$ cat src/rtl/mfc_seq_tracker.sv
// Streaming statistics over signed 16-bit samples: running signed max with first index,
// equal / additive-inverse pair counts and MS differing-bit of the latest pair.
module mfc_seq_tracker #(
  parameter int CNT_W = 8
) (
  input  logic             clk,
  input  logic             rst_n,
  input  logic             start,
  input  logic             in_valid,
  input  logic [15:0]      in_data,
  input  logic             in_last,
  output logic             in_ready,
  output logic             done,
  output logic             busy,
  output logic [15:0]      max_val,
  output logic [CNT_W-1:0] max_idx,
  output logic [CNT_W-1:0] count,
  output logic [CNT_W-1:0] eq_cnt,
  output logic [CNT_W-1:0] ae_cnt,
  output logic [3:0]       last_d
);

  typedef enum logic [1:0] {S_IDLE, S_FIRST, S_RUN, S_DONE} state_t;

  localparam logic [CNT_W-1:0] CNT_MAX = '1;

  state_t state_q, state_d;

  logic [15:0]      max_val_q, max_val_d;
  logic [CNT_W-1:0] max_idx_q, max_idx_d;
  logic [CNT_W-1:0] count_q, count_d;
  logic [CNT_W-1:0] eq_cnt_q, eq_cnt_d;
  logic [CNT_W-1:0] ae_cnt_q, ae_cnt_d;
  logic [3:0]       last_d_q, last_d_d;
  logic [15:0]      prev_q, prev_d;

  logic        beat;
  logic        gt_max;
  logic        eq_prev;
  logic        neg_prev;
  logic [15:0] diff;
  logic [3:0]  msb_diff;

  function automatic logic [CNT_W-1:0] sat_inc(input logic [CNT_W-1:0] v);
    return (v == CNT_MAX) ? v : v + CNT_W'(1);
  endfunction

  always_ff @(posedge clk) begin
    if (!rst_n) state_q <= S_IDLE;
    else        state_q <= state_d;
  end

  always_comb begin
    state_d = state_q;
    case (state_q)
      S_IDLE:  if (start) state_d = S_FIRST;
      S_FIRST: if (beat) state_d = in_last ? S_DONE : S_RUN;
      S_RUN:   if (beat && in_last) state_d = S_DONE;
      S_DONE:  state_d = S_IDLE;
      default: state_d = S_IDLE;
    endcase
  end

  always_comb begin
    busy     = (state_q == S_FIRST) || (state_q == S_RUN);
    in_ready = busy;
    done     = (state_q == S_DONE);
  end

  assign beat     = in_valid & in_ready;
  assign gt_max   = $signed(in_data) > $signed(max_val_q);
  assign eq_prev  = (in_data == prev_q);
  assign neg_prev = (in_data == (~prev_q + 16'd1));
  assign diff     = in_data ^ prev_q;

  // Highest set bit of the XOR wins; zero when the pair is identical.
  always_comb begin
    msb_diff = '0;
    for (int i = 0; i < 16; i++) begin
      if (diff[i]) msb_diff = 4'(i);
    end
  end

  always_comb begin
    max_val_d = max_val_q;
    max_idx_d = max_idx_q;
    count_d   = count_q;
    eq_cnt_d  = eq_cnt_q;
    ae_cnt_d  = ae_cnt_q;
    last_d_d  = last_d_q;
    prev_d    = prev_q;
    case (state_q)
      S_IDLE: begin
        if (start) begin
          max_val_d = '0;
          max_idx_d = '0;
          count_d   = '0;
          eq_cnt_d  = '0;
          ae_cnt_d  = '0;
          last_d_d  = '0;
          prev_d    = '0;
        end
      end
      S_FIRST: begin
        if (beat) begin
          max_val_d = in_data;
          max_idx_d = '0;
          count_d   = CNT_W'(1);
          prev_d    = in_data;
        end
      end
      S_RUN: begin
        if (beat) begin
          // count_q is already saturated, so the index saturates with it.
          if (gt_max) begin
            max_val_d = in_data;
            max_idx_d = count_q;
          end
          if (eq_prev) eq_cnt_d = sat_inc(eq_cnt_q);
          if (eq_prev || neg_prev) ae_cnt_d = sat_inc(ae_cnt_q);
          last_d_d = msb_diff;
          count_d  = sat_inc(count_q);
          prev_d   = in_data;
        end
      end
      default: ;
    endcase
  end

  always_ff @(posedge clk) begin
    if (!rst_n) begin
      max_val_q <= '0;
      max_idx_q <= '0;
      count_q   <= '0;
      eq_cnt_q  <= '0;
      ae_cnt_q  <= '0;
      last_d_q  <= '0;
      prev_q    <= '0;
    end else begin
      max_val_q <= max_val_d;
      max_idx_q <= max_idx_d;
      count_q   <= count_d;
      eq_cnt_q  <= eq_cnt_d;
      ae_cnt_q  <= ae_cnt_d;
      last_d_q  <= last_d_d;
      prev_q    <= prev_d;
    end
  end

  assign max_val = max_val_q;
  assign max_idx = max_idx_q;
  assign count   = count_q;
  assign eq_cnt  = eq_cnt_q;
  assign ae_cnt  = ae_cnt_q;
  assign last_d  = last_d_q;

endmodule

$ cat config.mk
export PLATFORM = sky130hd
export DESIGN_NAME = mfc_seq_tracker
export DESIGN_NICKNAME = d
export VERILOG_FILES = /design/src/rtl/mfc_seq_tracker.sv
export SDC_FILE = /design/constraint.sdc
export NUM_CORES = 1
export LEC_CHECK = 0
export ABC_AREA = 0
export BUFFER_PORTS_ARGS = -buffer_cell sky130_fd_sc_hd__buf_2
export CAP_MARGIN = 20
export CORE_UTILIZATION = 63
export CTS_BUF_LIST = sky130_fd_sc_hd__clkbuf_8
export CTS_CLUSTER_DIAMETER = 80
export CTS_CLUSTER_SIZE = 8
export DETAILED_ROUTE_END_ITERATION = 6
export PLACE_DENSITY_LB_ADDON = 0.12
export SLEW_MARGIN = 20
export SYNTH_ARGS = -nofsm -noshare
export SYNTH_HDL_FRONTEND = slang
export SYNTH_SLANG_ARGS = --single-unit
$ cat constraint.sdc
create_clock -name clk -period 6 [get_ports clk]
set_input_delay 0.9 -clock clk [delete_from_list [all_inputs] [get_ports clk]]
set_output_delay 0.9 -clock clk [all_outputs]
set_load 0.02 [all_outputs]
Yosys cells after proc, flatten, opt, wreduce, memory -nomap -nowiden:

Cells that the tools add are included.

* bits in registers: 70
* input bits: 21
* output and inout port bits: 55
* word-level logic and storage cells: 96

* add/subtract/negate cells: 4
* $lt $le $gt $ge: 1
* eq/ne operators: 19
* muxes and demuxes: 46
* bitwise gates (word level): 3
* reductions and logical operators: 15

Operators with widths (number)
* $mux W8: 13
* $mux W16: 4
* $mux W4: 16
* $pmux W16 S3: 1
* $pmux W8 S3: 2
* $eq A16 B16 Y1: 2
* $pmux W16 S2: 1
* $pmux W8 S2: 2
* $add A8 B1 Y8 const B: 3
* $eq A8 B8 Y1 const B: 3
* $reduce_and A5 Y1: 4
* $ne A2 B2 Y1 const B: 9
* $add A16 B1 Y16 const B: 1
* $gt A16 B16 Y1: 1
* $not A16 Y16: 1
* $xor A16 B16 Y16: 1
* $reduce_and A3 Y1: 3
* $pmux W2 S4: 1
* $pmux W4 S2: 1
* $mux W2: 3
* $eq A2 B2 Y1 const B: 2
* $ne A2 B1 Y1 const B: 2
* $reduce_bool A2 Y1: 2
* $reduce_bool A3 Y1: 1
* other kinds (7): 9

Depth between registers and ports, before layout:

Gate-level depths: netlist (run 1).

* depth in word-level cells: 18
* mapped depth: 13
* depth with buffers taken out: 10

Worst setup path after synthesis (run 1):

Ideal clock, no wire load.

* path type: in2reg
* from: in in_data[1]
* to: reg max_val_q[10] (netlist: max_val[10])
* setup time: 0.074 ns
* data arrival time: 3.108 ns
* required time: 5.926 ns
* path slack: 2.818 ns
* stages on the path: 10
* path buffers: 1
* path through: ha_1 -> nor2b_1 -> o21a_1 -> o21a_1 -> o21bai_1 -> a211oi_1 -> o31a_1 -> a31oi_1 -> clkbuf_1 -> mux2i_1

* word-level cells in the longest chain between the ends: 3

RTL lines
* start: declaration: RTL line 10 `input logic [15:0] in_data,`
* $gt A16 B16 Y1: RTL line 71 `assign gt_max = $signed(in_data) > $signed(max_val_q);`
* $ne A2 B2 Y1 (no source line)
* $reduce_and A5 Y1 (no source line)
* end signal: assignment: RTL line 140 `max_val_q <= max_val_d;`
* end: declaration: RTL line 29 `logic [15:0] max_val_q, max_val_d;`

Every way passes these cells.
A chain may end at the register's enable or synchronous reset.

Worst setup path after layout (run 1):

* from: reg state_q[1]
* to: reg ae_cnt_q[6] (netlist: ae_cnt[6])

* word-level cells in the longest chain between the ends: 5
* elaborated cells on any way between the ends: 12
* classes of those cells: 6 x eq/ne; 1 x mux; 1 x bitwise; 4 x reduce/logical

RTL lines
* start: declaration: RTL line 27 `state_t state_q, state_d;`
* start signal: assignment: RTL line 50 `else state_q <= state_d;`
* $eq A2 B1 Y1 / $eq A2 B2 Y1 (equally long branches): RTL line 65, 92
* $logic_or A1 B1 Y1: RTL line 65 `busy = (state_q == S_FIRST) || (state_q == S_RUN);`
* $and A1 B1 Y1: RTL line 70 `assign beat = in_valid & in_ready;`
* $ne A2 B2 Y1 (no source line)
* $reduce_and A5 Y1 (no source line)
* end signal: assignment: RTL line 144 `ae_cnt_q <= ae_cnt_d;`
* end: declaration: RTL line 33 `logic [CNT_W-1:0] ae_cnt_q, ae_cnt_d;`

Several ways; a longest one is shown, not always the timed one.

==> results of run 1 <==
sequential cells by signal (all words and copies together) (netlist names):
register,flops
eq_cnt,8
last_d,4
count,8
prev_q,16
max_idx,8
state_q,2
ae_cnt,8
max_val,16
metal layers:
layer  vias to the layer above  part of all wire, %  global-route usage, %
li1                       2037                    -                      -
met1                      1960                   43                   40.0
met2                       166                   48                   53.7
met3                        24                  6.4                   4.57
met4                         0                  2.0                   10.8
met5                         -                    0                      0
power breakdown:
part / internal, mW / total [mW] / switching [mW]
sequential: 0.537 / 0.629 / 0.0919
combinational: 0.466 / 1.28 / 0.814
clock: 0.193 / 0.388 / 0.195
cells by family after synthesis:
| family | synth area share (%) |
|---|---|
| compound gates | 17.4 |
| fa+ha+maj | 7.23 |
| simple gates | 24.5 |
| flops | 32.4 |
| mux | 4.86 |
| xor+xnor | 7.69 |
| buf+inv | 5.90 |
critical path, stage by stage, from the launching register on:
cell,delay (ns)
dfxtp_1,0.41
inv_1,0.10
ha_1,0.29
buf_4,0.37
nand2_1,0.22
a21o_1,0.28
a41oi_1,0.31
nor4b_1,0.38
o21ai_1,0.16
o31ai_1,0.60
o21ai_0,0.21
a32o_1,0.31
path summary, 6_finish.rpt:
check / startpoint / to / depth (start not counted)
min reg2reg: prev_q[15]$_SDFFE_PN0P_ / prev_q[15]$_SDFFE_PN0P_ / 2
max reg2reg: state_q[1]$_SDFFE_PN0P_ / ae_cnt[6]$_SDFFE_PN0P_ / 11
max: state_q[1]$_SDFFE_PN0P_ / ae_cnt[6]$_SDFFE_PN0P_ / 11
min: prev_q[15]$_SDFFE_PN0P_ / prev_q[15]$_SDFFE_PN0P_ / 2
metrics by stage:
stage,worst slack (ns),instances
4_1_cts,2.34,677
6_report,2.25,677
3_3_place_gp,2.51,661
3_5_place_dp,2.42,661
5_1_grt,2.02,677
2_1_floorplan,2.82,543
synthesized netlist by cell type, drive strengths merged (2+ instances only):
| library cell | n | area share, % |
|---|---|---|
| inv | 27 | 2.3 |
| dfxtp | 70 | 32 |
| nor2 | 34 | 3.1 |
| a32o | 9 | 2.1 |
| or3 | 10 | 1.4 |
| nor3 | 17 | 2.1 |
| and3 | 2 | 0.29 |
| buf | 6 | 0.87 |
| a21o | 7 | 1.2 |
| o31ai | 4 | 0.69 |
| o21ai | 18 | 2.1 |
| a31oi | 6 | 0.87 |
| nand4b | 2 | 0.41 |
| mux2i | 21 | 4.9 |
| nand2 | 60 | 5.2 |
| a22oi | 3 | 0.52 |
| nor4 | 9 | 1.4 |
| nor4b | 2 | 0.41 |
| a211oi | 4 | 0.69 |
| o21a | 2 | 0.35 |
| nand2b | 4 | 0.58 |
| nor3b | 3 | 0.52 |
| nor2b | 9 | 1.3 |
| xnor2 | 17 | 3.4 |
| xor2 | 21 | 4.3 |
| a221oi | 2 | 0.55 |
| a21oi | 39 | 4.5 |
| nand4 | 12 | 1.7 |
| clkbuf | 30 | 2.6 |
| o31a | 2 | 0.41 |
| or4 | 3 | 0.52 |
| nand3 | 41 | 4.7 |
| a41oi | 3 | 0.61 |
| or2 | 2 | 0.29 |
| ha | 25 | 7.2 |
final cells by class:
| cell class | count | area share, % |
|---|---|---|
| inverter | 28 | 2.16 |
| tap | 77 | 1.98 |
| timing repair buffer | 77 | 8.02 |
| multi-input combinational | 409 | 55.0 |
| clock buffer | 9 | 2.54 |
| sequential | 70 | 28.8 |
| clock inverter | 7 | 1.49 |
==> results.md, run 1 <==
- Post-synth EDFFs: 0
- RSZ-0062 raised after global routing: no
- Num CTS Buffers: 9
- Most common cell after layout, fill and taps aside: buf_2
- Startpoint Class: flip-flop
- Starting DRC count in detailed routing: 232
- Initial Util: 66.6%
- Worst setup EP type: flip-flop
- H-Tree Depth: 3
- Final core utilization: 75.0%
- Clk Latency, worst-skew pair: 0.35 ns
- Crit-path max FO: 39
- #FFs+latches synth: 70
- Reg2Reg Setup Slack: 2.25 ns
- Most frequent cells in the layout: buf_2, dfxtp_1, nand2_1, nand3_1, a21oi_1
- Detail Placement HPWL: 7790 um
- Number of global-route vias before repair: 3875
- Die width: 84.9 um
- Initial antenna violation count: 0
- Clk_skew: 0.00682 ns
- Die H: 84.9 um
- Clk root buf: clkbuf_8
- Post-CTS setup buffers: 0
- Slew at the pin closest to its max-slew limit: 1.10 ns
- Fmax: 267 MHz
- Ys Warns: 0
- CTS clk-pin slew, worst paths: 0.08 ns
- Largest net degree at the start of global routing: 51
- CTS resizes: 0
- Status: finished, violations left
- Syn nets: 589
- Setup CP Type: reg2reg
- Tmin final: 3.75 ns
- Nets: 641
- Row count: 29
- Worst-case headroom to the max-slew limit: 25.9%
- Max Slew Vio Count: 0
- Via count: 4187
- DR WL/cell: 16.1 um
- RD Place Congestion: 0.990
- Total Power: 2.30 mW
- Maximum clock path buffer count: 2
- Power Dens Cells: 472 nW/um^2
- Required @ worst endpoint: 6.24 ns
- LEAKAGE: 1.99 nW
- Final hold slack: 0.480 ns
- Worst Path Arrival: 3.99 ns
- Yosys cell types: 61
- Total negative slack: 0 ns
- DP Area: 4670 um^2
- CTS tree: done
- Count of final hold-check violations: 0
- Hold buffers post-CTS: 0
- Io pins: 76
- Setup Viol. Count Final: 0
- Hold Path Class: reg2reg
- Post-DRT Antenna Nets: 0
- Failing checks: DRC
- Port Buffers: 75
- Synth Instances: 543
- First-pass GRT wire length: 18000 um
- FF/Latch Area: 1400 um^2
- Die area: 7200 um^2
- Layout cells sized above 1: 17.2%
- Register area share after synthesis: 32.4%
- # Max-Cap Violations: 0
- Vias/cell: 6.18
- Synthesized area: 4330 um^2
- Pre-antenna DRT Iters: 7
- Core area: 6490 um^2
- CTS Sinks: 70
- Async SR Flop Fraction: 0%
- Filler instances: 500
- Drt total wl: 10900 um
- DRC: 7
- Ant diodes: 0
- Remaining global-route overflow: 0
- Period utilization: 62.5%
- Mapped Avg Cell Area: 7.97 um^2
- Max IR drop VDD: 269 uV
- Main synth FF type: dfxtp_1
- Area of the multi-input gates: 2680 um^2
- P&R area growth vs syn: 12.6%
- All-Layer GR Usage: 31.1%
- Design Area, Final: 4870 um^2
(Power assumes the default switching activity.)
==> inputs of run 2 (changes only) <==
--- a/config.mk
+++ b/config.mk
@@ -5,10 +5,10 @@
 export SDC_FILE = /design/constraint.sdc
 export NUM_CORES = 1
 export LEC_CHECK = 0
-export ABC_AREA = 0
+export ABC_AREA = 1
 export BUFFER_PORTS_ARGS = -buffer_cell sky130_fd_sc_hd__buf_2
 export CAP_MARGIN = 20
-export CORE_UTILIZATION = 63
+export CORE_UTILIZATION = 58
 export CTS_BUF_LIST = sky130_fd_sc_hd__clkbuf_8
 export CTS_CLUSTER_DIAMETER = 80
 export CTS_CLUSTER_SIZE = 8
==> constraint.sdc (replaced) <==
create_clock -name clk -period 3.6 [get_ports clk]
set_input_delay 0.54 -clock clk [delete_from_list [all_inputs] [get_ports clk]]
set_output_delay 0.54 -clock clk [all_outputs]
set_load 0.02 [all_outputs]
==> results.md, run 2 <==
- Cell taking the most area after synthesis: dfxtp_1 (unchanged)
- Total negative slack: 0 ns (unchanged)
- Period utilization: 77.1% (was 62.5%)
- Main combinational cell family by area after synthesis: simple AND/OR/NAND/NOR gates (unchanged)
- Worst-case headroom to the max-slew limit: 46.9% (was 25.9%)
- Remaining global-route overflow: 0 (unchanged)
- Sink of the worst hold path: last_d[0]$_SDFFE_PN0P_ (was prev_q[15]$_SDFFE_PN0P_)
- Row count: 31 (was 29)
- Maximum clock path buffer count: 2 (unchanged)
- Layout cells sized above 1: 18.0% (was 17.2%)
- Mapped Avg Cell Area: 6.90 um^2 (was 7.97 um^2)
- Ant diodes: 0 (unchanged)
- CTS Sinks: 70 (unchanged)
- Area contributors post-synth: dfxtp_1, nand2_1, ha_1 (was dfxtp_1, ha_1, nand2_1)
- R2r startpoint: state_q[0]$_SDFFE_PN0P_ (was state_q[1]$_SDFFE_PN0P_)
- Filler instances: 666 (was 500)
- Commonest cells in the netlist: nand2_1, nor2_1, dfxtp_1 (was dfxtp_1, nand2_1, nand3_1)
- Vias/cell: 5.26 (was 6.18)
- Setup CP Type: reg2reg (unchanged)
- Fmax: 360 MHz (was 267 MHz)
- Number of global-route vias before repair: 3682 (was 3875)
- Async SR Flop Fraction: 0% (unchanged)
- Port Buffers: 75 (unchanged)
- Max Slew Vio Count: 0 (unchanged)
- Nets: 737 (was 641)
- Via count: 4182 (was 4187)
- P&R area growth vs syn: 15.3% (was 12.6%)
- Num CTS Buffers: 9 (unchanged)
- Die H: 88.5 um (was 84.9 um)
- Reg-to-reg endpoint: count[5]$_SDFFE_PN0P_ (was ae_cnt[6]$_SDFFE_PN0P_)
- Post-Place Cells: 779 (was 661)
- Worst setup EP type: flip-flop (unchanged)
- Clock power share: 20.1% (was 16.9%)
- #FFs+latches synth: 70 (unchanged)
- Sw power: 1.81 mW (was 1.10 mW)
- DRC: 0 (was 7)
- Most frequent cell after synthesis: nand2_1 (was dfxtp_1)
- Adder-cell share of the synthesized area: 7.21% (was 7.23%)
- CTS resizes: 0 (unchanged)
- Yosys cell types: 43 (was 61)
- Drt total wl: 10000 um (was 10900 um)
- FF-to-FF path depth: 10 (was 11)
- Worst Path Arrival: 3.02 ns (was 3.99 ns)
- # Max-Cap Violations: 0 (unchanged)
- Core area: 7250 um^2 (was 6490 um^2)
- Starting DRC count in detailed routing: 261 (was 232)
- Synth Instances: 629 (was 543)
- H-Tree Depth: 3 (unchanged)
- Part of the power in registers: 28.0% (was 27.4%)
- Required @ worst endpoint: 3.85 ns (was 6.24 ns)
- Post-DRT Antenna Nets: 0 (unchanged)
- Hold buffers post-CTS: 0 (unchanged)
- Startpoint Class: flip-flop (unchanged)
- Final Non-Filler Cells: 795 (was 677)
- First-pass GRT wire length: 16800 um (was 18000 um)
- Initial antenna violation count: 0 (unchanged)
- CTS tree: done (unchanged)
- Clk root buf: clkbuf_8 (unchanged)
- Power Dens Cells: 791 nW/um^2 (was 472 nW/um^2)
- Clk Latency, worst-skew pair: 0.35 ns (about the same)
- Max IR drop VDD: 431 uV (was 269 uV)
- Ys Warns: 0 (unchanged)
- Count of final hold-check violations: 0 (unchanged)
- Register area share after synthesis: 32.3% (was 32.4%)
- Die area: 7830 um^2 (was 7200 um^2)
- Hold Path Class: reg2reg (unchanged)
- Reg2Reg Setup Slack: 0.83 ns (was 2.25 ns)
- Sw frac: 45.7% (was 48.0%)
- Syn nets: 675 (was 589)
- Post-synthesis simple-gate area fraction: 32.2% (was 24.5%)
- Post-CTS setup buffers: 0 (unchanged)
- Die width: 88.5 um (was 84.9 um)
- Share of the synthesized area in the top cell type: 32.3% (was 32.4%)
- Pre-antenna DRT Iters: 5 (was 7)
- Hold path startpoint: last_d[0]$_SDFFE_PN0P_ (was prev_q[15]$_SDFFE_PN0P_)
- RD Place Congestion: 0.902 (was 0.990)
- Slew at the pin closest to its max-slew limit: 0.796 ns (was 1.10 ns)
- DR WL/cell: 12.6 um (was 16.1 um)
- Comb power frac: 51.9% (was 55.7%)
- Synth Area in XOR/XNOR: 6.46% (was 7.69%)
- Io pins: 76 (unchanged)
- P_int: 2.15 mW (was 1.20 mW)
- Crit-path max FO: 24 (was 39)
- Detail Placement HPWL: 7650 um (was 7790 um)
- Compound-gate portion of the synthesized area: 14.2% (was 17.4%)
- Synthesized area: 4340 um^2 (was 4330 um^2)
- Largest net degree at the start of global routing: 50 (was 51)
- Tmin final: 2.77 ns (was 3.75 ns)
- Most common cell after layout, fill and taps aside: nand2_1 (was buf_2)
- All-Layer GR Usage: 27.1% (was 31.1%)
- CTS clk-pin slew, worst paths: 0.08 ns (about the same)
- Post-synthesis mux area share: 0% (was 4.86%)
- Clk_skew: 0.0127 ns (was 0.00682 ns)
- Main synth FF type: dfxtp_1 (unchanged)
- Setup Viol. Count Final: 0 (unchanged)
- Initial Util: 59.8% (was 66.6%)
- Most frequent cells in the layout: nand2_1, nor2_1, buf_2, dfxtp_1, a21oi_1 (was buf_2, dfxtp_1, nand2_1, nand3_1, a21oi_1)
- LEAKAGE: 2.28 nW (was 1.99 nW)
- Worst hold path cell count: 2 (unchanged)
- Post-synth EDFFs: 0 (unchanged)
- Status: completed (was finished, violations left)
- RSZ-0062 raised after global routing: no (unchanged)
[run 2: cell types whose count changed after synthesis, moves of 10 or more]
cell / delta
nand2_1: +85
a21oi_1: +22
or3_1: -10
o21ai_0: +10
mux2i_1: -21
inv_1: +26
nor2_1: +42
clkbuf_1: -13
[run 2: area by class of cell]
| cell class | count | area, um^2 | area share [%] |
|---|---|---|---|
| timing repair buffer | 78 | 398 | 7.96 |
| tap | 99 | 124 | 2.48 |
| sequential | 70 | 1400 | 28.0 |
| inverter | 56 | 210 | 4.20 |
| clock inverter | 6 | 116 | 2.33 |
| multi-input combinational | 476 | 2610 | 52.3 |
| clock buffer | 10 | 138 | 2.75 |
[run 2: logic make-up after synthesis]
group / count (synthesis)
compound gates: 111
simple gates: 308
flops: 70
fa+ha+maj: 25
xor+xnor: 32
buf+inv: 83
[run 2: worst max path at each step]
stage	slack [ns]	end	from
after floorplan	1.42	count[5]$_SDFFE_PN0P_	state_q[0]$_SDFFE_PN0P_
final	0.83	count[5]$_SDFFE_PN0P_	state_q[0]$_SDFFE_PN0P_
after detailed placement	0.85	count[5]$_SDFFE_PN0P_	state_q[0]$_SDFFE_PN0P_
after global routing	0.50	prev_q[5]$_SDFFE_PN0P_	state_q[0]$_SDFFE_PN0P_
after CTS	0.84	count[5]$_SDFFE_PN0P_	state_q[0]$_SDFFE_PN0P_
after global placement	0.93	count[5]$_SDFFE_PN0P_	state_q[0]$_SDFFE_PN0P_
[run 2: power groups by stage]
stage | Sequential, mW | Clock, mW | Combinational [mW]
floorplan | 1.22 | 0 | 1.51
global placement | 1.11 | 0 | 2.00
detailed placement | 1.12 | 0 | 2.05
CTS | 1.10 | 0.808 | 2.05
global route | 1.13 | 0.837 | 2.35
finish | 1.11 | 0.795 | 2.05
[run 2: per-stage QoR]
step | power (mW) | setup slack, ns | utilization (%) | hold slack, ns | cell area, um^2
finish | 3.96 | 0.826 | 68.9 | 0.467 | 5000
global route | 4.32 | 0.502 | 68.9 | 0.496 | 5000
CTS | 3.97 | 0.842 | 68.9 | 0.470 | 5000
detailed placement | 3.17 | 0.855 | 65.4 | 0.459 | 4750
global placement | 3.11 | 0.930 | 65.4 | 0.453 | 4750
floorplan | 2.74 | 1.42 | - | 0.504 | 4340
[run 2: critical path, stage by stage (launching register included)]
cell and delay [ns]:
dfxtp_1 0.43, inv_1 0.11, ha_1 0.76, nand2_1 0.20, nand2_1 0.13, nand2_1 0.09, nor3_4 0.14, nand2_1 0.19
o21ai_1 0.41, nor2_1 0.10, o21a_1 0.11
[run 2: metal layers]
layer	vias up	GRT usage (%)	wire length, um
met2	109	42.9	4480
met4	0	5.87	63
li1	2176	-	-
met3	6	6.34	587
met1	1891	37.8	4880
met5	-	0	0
